--- src/rtl/tetris_move_scheduler.sv ---
// Move-command scheduler between debounced buttons and the Tetris game FSM.
// Optional soft drop (quarter gravity period while DOWN is held) under `SOFT_DROP_EN.
module tetris_move_scheduler #(
    parameter int GRAV_DIV_INIT = 100,
    parameter int GRAV_STEP     = 8,
    parameter int GRAV_DIV_MIN  = 10,
    parameter int CNT_W         = 8
) (
    input  logic       clk,
    input  logic       rst,
    input  logic       en,
    input  logic       hold,
    input  logic       btn_right,
    input  logic       btn_left,
    input  logic       btn_rr,
    input  logic       btn_rl,
    input  logic       btn_down,
    input  logic [3:0] level,
    output logic       cmd_valid,
    output logic [2:0] cmd,
    output logic       cmd_gravity,
    input  logic       cmd_ready,
    output logic       grav_overrun,
    output logic       dbg_state
);

    // Handshake: a command transfers on any cycle where cmd_valid & cmd_ready are
    // both high at the rising clock edge; cmd/cmd_gravity never change while
    // cmd_valid is high and not yet accepted (only en low may withdraw it).

    localparam int PW = CNT_W + 4;
    localparam logic signed [PW-1:0] INIT_S = PW'(GRAV_DIV_INIT);
    localparam logic signed [PW-1:0] STEP_S = PW'(GRAV_STEP);
    localparam logic signed [PW-1:0] MIN_S  = PW'(GRAV_DIV_MIN);

    localparam logic [2:0] CMD_RIGHT = 3'd0;
    localparam logic [2:0] CMD_LEFT  = 3'd1;
    localparam logic [2:0] CMD_ROR   = 3'd2;
    localparam logic [2:0] CMD_ROL   = 3'd3;
    localparam logic [2:0] CMD_DOWN  = 3'd4;
    localparam logic [2:0] CMD_NONE  = 3'd7;

    typedef enum logic {IDLE = 1'b0, ISSUE = 1'b1} state_t;

    state_t           state_q, state_d;
    logic [4:0]       btn_q, btn_d;
    logic [5:0]       pend_q, pend_d;
    logic [5:0]       grant_q, grant_d;
    logic [2:0]       cmd_q, cmd_d;
    logic             grav_q, grav_d;
    logic [CNT_W-1:0] cnt_q, cnt_d;
    logic             ovr_q, ovr_d;

    logic [4:0]       btn_now;
    logic [4:0]       btn_edge;
    logic [5:0]       pend_set;
    logic [5:0]       pend_clr;
    logic [5:0]       win_oh;
    logic [2:0]       win_cmd;
    logic             win_grav;
    logic             tick;
    logic signed [PW-1:0] lvl_ext;
    logic signed [PW-1:0] period_raw;
    logic signed [PW-1:0] period_lvl;
    logic signed [PW-1:0] period_eff;
    logic signed [PW-1:0] cnt_ext;

    // Button order {rl, rr, right, left, down}; pend bit 0 is gravity.
    assign btn_now  = {btn_rl, btn_rr, btn_right, btn_left, btn_down};
    assign btn_edge = btn_now & ~btn_q;
    assign btn_d    = btn_now;

    always_comb begin
        lvl_ext    = {{(PW-4){1'b0}}, level};
        period_raw = INIT_S - lvl_ext * STEP_S;
        period_lvl = (period_raw < MIN_S) ? MIN_S : period_raw;
`ifdef SOFT_DROP_EN
        if (btn_down && en) begin
            period_eff = ((period_lvl >>> 2) < MIN_S) ? MIN_S : (period_lvl >>> 2);
        end else begin
            period_eff = period_lvl;
        end
`else
        period_eff = period_lvl;
`endif
        cnt_ext = {4'b0000, cnt_q};
        tick    = en && !hold && (cnt_ext >= period_eff - 1);
    end

    // Fixed priority: gravity > down > left > right > ror > rol.
    always_comb begin
        win_oh   = 6'b000000;
        win_cmd  = CMD_NONE;
        win_grav = 1'b0;
        if (pend_q[0]) begin
            win_oh = 6'b000001; win_cmd = CMD_DOWN; win_grav = 1'b1;
        end else if (pend_q[1]) begin
            win_oh = 6'b000010; win_cmd = CMD_DOWN;
        end else if (pend_q[2]) begin
            win_oh = 6'b000100; win_cmd = CMD_LEFT;
        end else if (pend_q[3]) begin
            win_oh = 6'b001000; win_cmd = CMD_RIGHT;
        end else if (pend_q[4]) begin
            win_oh = 6'b010000; win_cmd = CMD_ROR;
        end else if (pend_q[5]) begin
            win_oh = 6'b100000; win_cmd = CMD_ROL;
        end
    end

    always_comb begin
        state_d  = state_q;
        cmd_d    = cmd_q;
        grav_d   = grav_q;
        grant_d  = grant_q;
        pend_clr = 6'b000000;
        case (state_q)
            IDLE: begin
                if (en && !hold && (|pend_q)) begin
                    cmd_d   = win_cmd;
                    grav_d  = win_grav;
                    grant_d = win_oh;
                    state_d = ISSUE;
                end
            end
            ISSUE: begin
                if (cmd_ready) begin
                    pend_clr = grant_q;
                    cmd_d    = CMD_NONE;
                    grav_d   = 1'b0;
                    state_d  = IDLE;
                end
            end
            default: state_d = IDLE;
        endcase
        if (!en) begin
            state_d  = IDLE;
            cmd_d    = CMD_NONE;
            grav_d   = 1'b0;
            grant_d  = 6'b000000;
        end
    end

    // Set beats clear so a press landing on its own grant cycle is kept.
    always_comb begin
        pend_set = {btn_edge, tick};
        pend_d   = en ? ((pend_q & ~pend_clr) | pend_set) : 6'b000000;
        cnt_d    = cnt_q;
        if (!en) begin
            cnt_d = '0;
        end else if (!hold) begin
            cnt_d = tick ? '0 : cnt_q + 1'b1;
        end
        ovr_d = ovr_q | (tick & pend_q[0] & ~pend_clr[0]);
    end

    always_ff @(posedge clk) begin
        if (rst) begin
            state_q <= IDLE;
            btn_q   <= '0;
            pend_q  <= '0;
            grant_q <= '0;
            cmd_q   <= CMD_NONE;
            grav_q  <= 1'b0;
            cnt_q   <= '0;
            ovr_q   <= 1'b0;
        end else begin
            state_q <= state_d;
            btn_q   <= btn_d;
            pend_q  <= pend_d;
            grant_q <= grant_d;
            cmd_q   <= cmd_d;
            grav_q  <= grav_d;
            cnt_q   <= cnt_d;
            ovr_q   <= ovr_d;
        end
    end

    assign cmd_valid    = (state_q == ISSUE);
    assign cmd          = cmd_q;
    assign cmd_gravity  = grav_q;
    assign grav_overrun = ovr_q;
    assign dbg_state    = state_q;

endmodule

--- config.mk ---
export PLATFORM = sky130hd
export DESIGN_NAME = tetris_move_scheduler
export DESIGN_NICKNAME = d
export VERILOG_FILES = /design/src/rtl/tetris_move_scheduler.sv
export SDC_FILE = /design/constraint.sdc
export NUM_CORES = 1
export LEC_CHECK = 0
export ABC_AREA = 1
export ABC_CLOCK_PERIOD_IN_PS = 2350
export BUFFER_PORTS_ARGS = -buffer_cell sky130_fd_sc_hd__buf_2
export CORE_AREA = 8 8 65 67
export DETAILED_ROUTE_END_ITERATION = 6
export DIE_AREA = 0 0 73 75
export PLACE_DENSITY_LB_ADDON = 0.15
export SYNTH_ARGS = -nofsm -noshare
export SYNTH_HDL_FRONTEND = slang
export SYNTH_SLANG_ARGS = --single-unit
export TNS_END_PERCENT = 100
--- constraint.sdc ---
create_clock -name clk -period 2.35 [get_ports clk]
set_input_delay 0.3525 -clock clk [delete_from_list [all_inputs] [get_ports clk]]
set_output_delay 0.3525 -clock clk [all_outputs]
set_load 0.01 [all_outputs]
==> flow_summary.toml <==
[final_layout]
fin_util = 0.597
final_area_um2 = 1930
area_delta_synth_final_pct = 25.4
num-nets-final = 262
diodes = 0
final_cell_mix = "nand2_1, dfxtp_1, nor2_1, inv_1, buf_2"
fillers = 331
layout-drive-gt1-share = 0.300
layout_commonest_cell = "nand2_1"

[job]
drv_cap = 0

[timing]
maxSlewViolCount = 0
layout_min_cycle_time_ns = 2.15
clock_skew_ns = 0.00897
fmax_ghz = 0.465
slew_headroom = 0.615
hold_violations = 0
setup_tns_ns = 0
tightest_slew_ns = 0.577
setup_viol = 0
min_period_over_period = 0.915

[logic_synthesis]
syn_area_per_cell_um2 = 7.40
synthCells = 208
synthesis.area_um2 = 1540
ys_warn_count = 0
synth-edff-count = 0
synth_nets = 231
ys_ff_latch = 31
synth_flop_cell = "dfxtp_1"
synthArstFlopShare = 0
ys_types = 27
seq_area_frac_synth = 0.403

[placement]
dp_hpwl_um = 2330
placed_area_um2 = 1770
numPortBuffers = 20
place.gp.congestion = 0.812

[floorplan]
die_h_um = 75
fp.coreArea_um2 = 3230
die_w_um = 73
die-area_um2 = 5480
num_io_pins = 21
initial_core_util = 0.476
rows = 21

[grt]
antenna_found_initial = 0
grt_start_max_net_pins = 12
grt_pass1_wl_um = 5260
grt_overflow = 0
track_usage = 0.123
grt_pass1_vias = 1257

[route]
drc = 0
ant_nets = 0
drt_iter0_drc = 59
dr.pass1.iters = 4
wirelength_um = 3030
vias_per_cell = 4.66
wire_per_inst_um = 10.6
via_count = 1333

[setup_path]
setup.worst_path.end_class = "flop"
path_max_fanout = 7
worstPathArrival_ns = 2.43
ff2ff_setup_slack_ns = 0.90
critPathRequiredTime_ns = 2.62
crit_path_start_kind = "input pin"
setup.worst_path.class = "in -> reg"

[power]
power.leakage_uw = 0.000884
ir_drop_mv = 0.382
power_uw = 1150
powerDensity_nw_per_um2 = 593

[clocking]
cts_tree = "yes"
clkLatencyLatePin_ns = 0.33
clk_pin_slew_worst_paths_ns = 0.09
clock-sinks = 31
cts_buffers = 5
cts_max_level = 2
cts-root-buf = "clkbuf_4"
clock_path_buffers = 2

[run_status]
status = "completed"

[worst_hold_path]
hp-class = "in -> reg"
-- metal layers --
| metal | track usage | vias up | wire length, µm |
|---|---|---|---|
| met2 | 0.175 | 24 | 1330 |
| met5 | 0 | - | 0 |
| li1 | - | 723 | - |
| met4 | 0.0556 | 0 | 0 |
| met3 | 0.0493 | 0 | 161 |
| met1 | 0.160 | 586 | 1530 |
-- path summary, 6_finish.rpt --
kind,depth (start not counted),from,endpoint
hold reg to reg,2,grav_overrun,grav_overrun
setup / recovery,19,level[0],cnt_q[2]
setup reg to reg,10,cnt_q[3],cnt_q[2]
hold / removal,3,btn_rl,btn_q[4]
-- what timing repair did --
action / CTS / global route
gates resized for setup: 0 / 13
hold buffers: 0 / 0
endpoints found under the setup margin: 0 / 10
buffers inserted: 0 / 2
-- worst max-delay path: stages --
cell and delay, ns:
buf_6 0.10, inv_4 0.04, ha_4 0.13, xnor2_2 0.10, inv_1 0.07, nor4_2 0.24, ha_1 0.30, inv_2 0.08
nand2_2 0.07, ha_4 0.25, nand2_2 0.08, nor2_1 0.04, nor2_1 0.09, nand2_1 0.06, nand2_1 0.07, nand2_2 0.07
nand2_4 0.09, nand2_8 0.08, nor2_4 0.11
-- report_power, final --
| group | switching [µW] | total [µW] | internal, µW | leakage [µW] |
|---|---|---|---|---|
| Combinational | 84.7 | 157 | 72.7 | 0.000583 |
| Clock | 188 | 439 | 251 | 0.0000482 |
| Sequential | 9.50 | 548 | 539 | 0.000252 |
-- flip-flops by register name, indices dropped and copies added (netlist names) --
register      flops
btn_q             5
cmd               3
cmd_gravity       1
cmd_valid         1
cnt_q             8
grant_q           6
grav_overrun      1
pend_q            6
-- cells by family (layout without fill, tap and decap cells) --
kind of cell               Yosys count  in the layout  share of synthesized area
and+or+nand+nor                    104            104                      0.311
DFF                                 31             31                      0.403
buffers and inverters               31             63                     0.0813
AOI/OAI and AO/OA                   24             24                     0.0797
adders and majority gates            9              9                     0.0732
xor gates and xnor gates             9              9                     0.0512
-- cell type report --
| class | instances | area (µm²) | area share |
|---|---|---|---|
| multi-input combinational | 146 | 888 | 0.460 |
| sequential | 31 | 621 | 0.322 |
| timing repair buffer | 27 | 165 | 0.0856 |
| inverter | 28 | 111 | 0.0577 |
| tap | 46 | 57.6 | 0.0298 |
| clock buffer | 6 | 51.3 | 0.0266 |
| clock inverter | 2 | 35.0 | 0.0182 |
-- per-stage QoR --
step / worst slack [ns] / cells / hold WS (ns)
after floorplan: 0.00743 / 208 / 0.440
after global placement: -0.239 / 276 / 0.443
after detailed placement: -0.268 / 276 / 0.443
after CTS: 0.0791 / 284 / 0.216
after global routing: -0.00884 / 286 / 0.208
final: 0.200 / 286 / 0.228
-- cell usage after synthesis, drive strengths merged (2+ instances only) --
cell type  count  share of area
nand2         48           0.13
nor2          33          0.095
dfxtp         31           0.40
inv           27          0.067
a21oi         14          0.046
nand3         11          0.036
ha             9          0.073
o21ai          9          0.029
xor2           6          0.034
or2            5          0.020
nand4          4          0.016
xnor2          3          0.017
buf            2         0.0081
No activity file was read; power rests on OpenSTA's default activity.
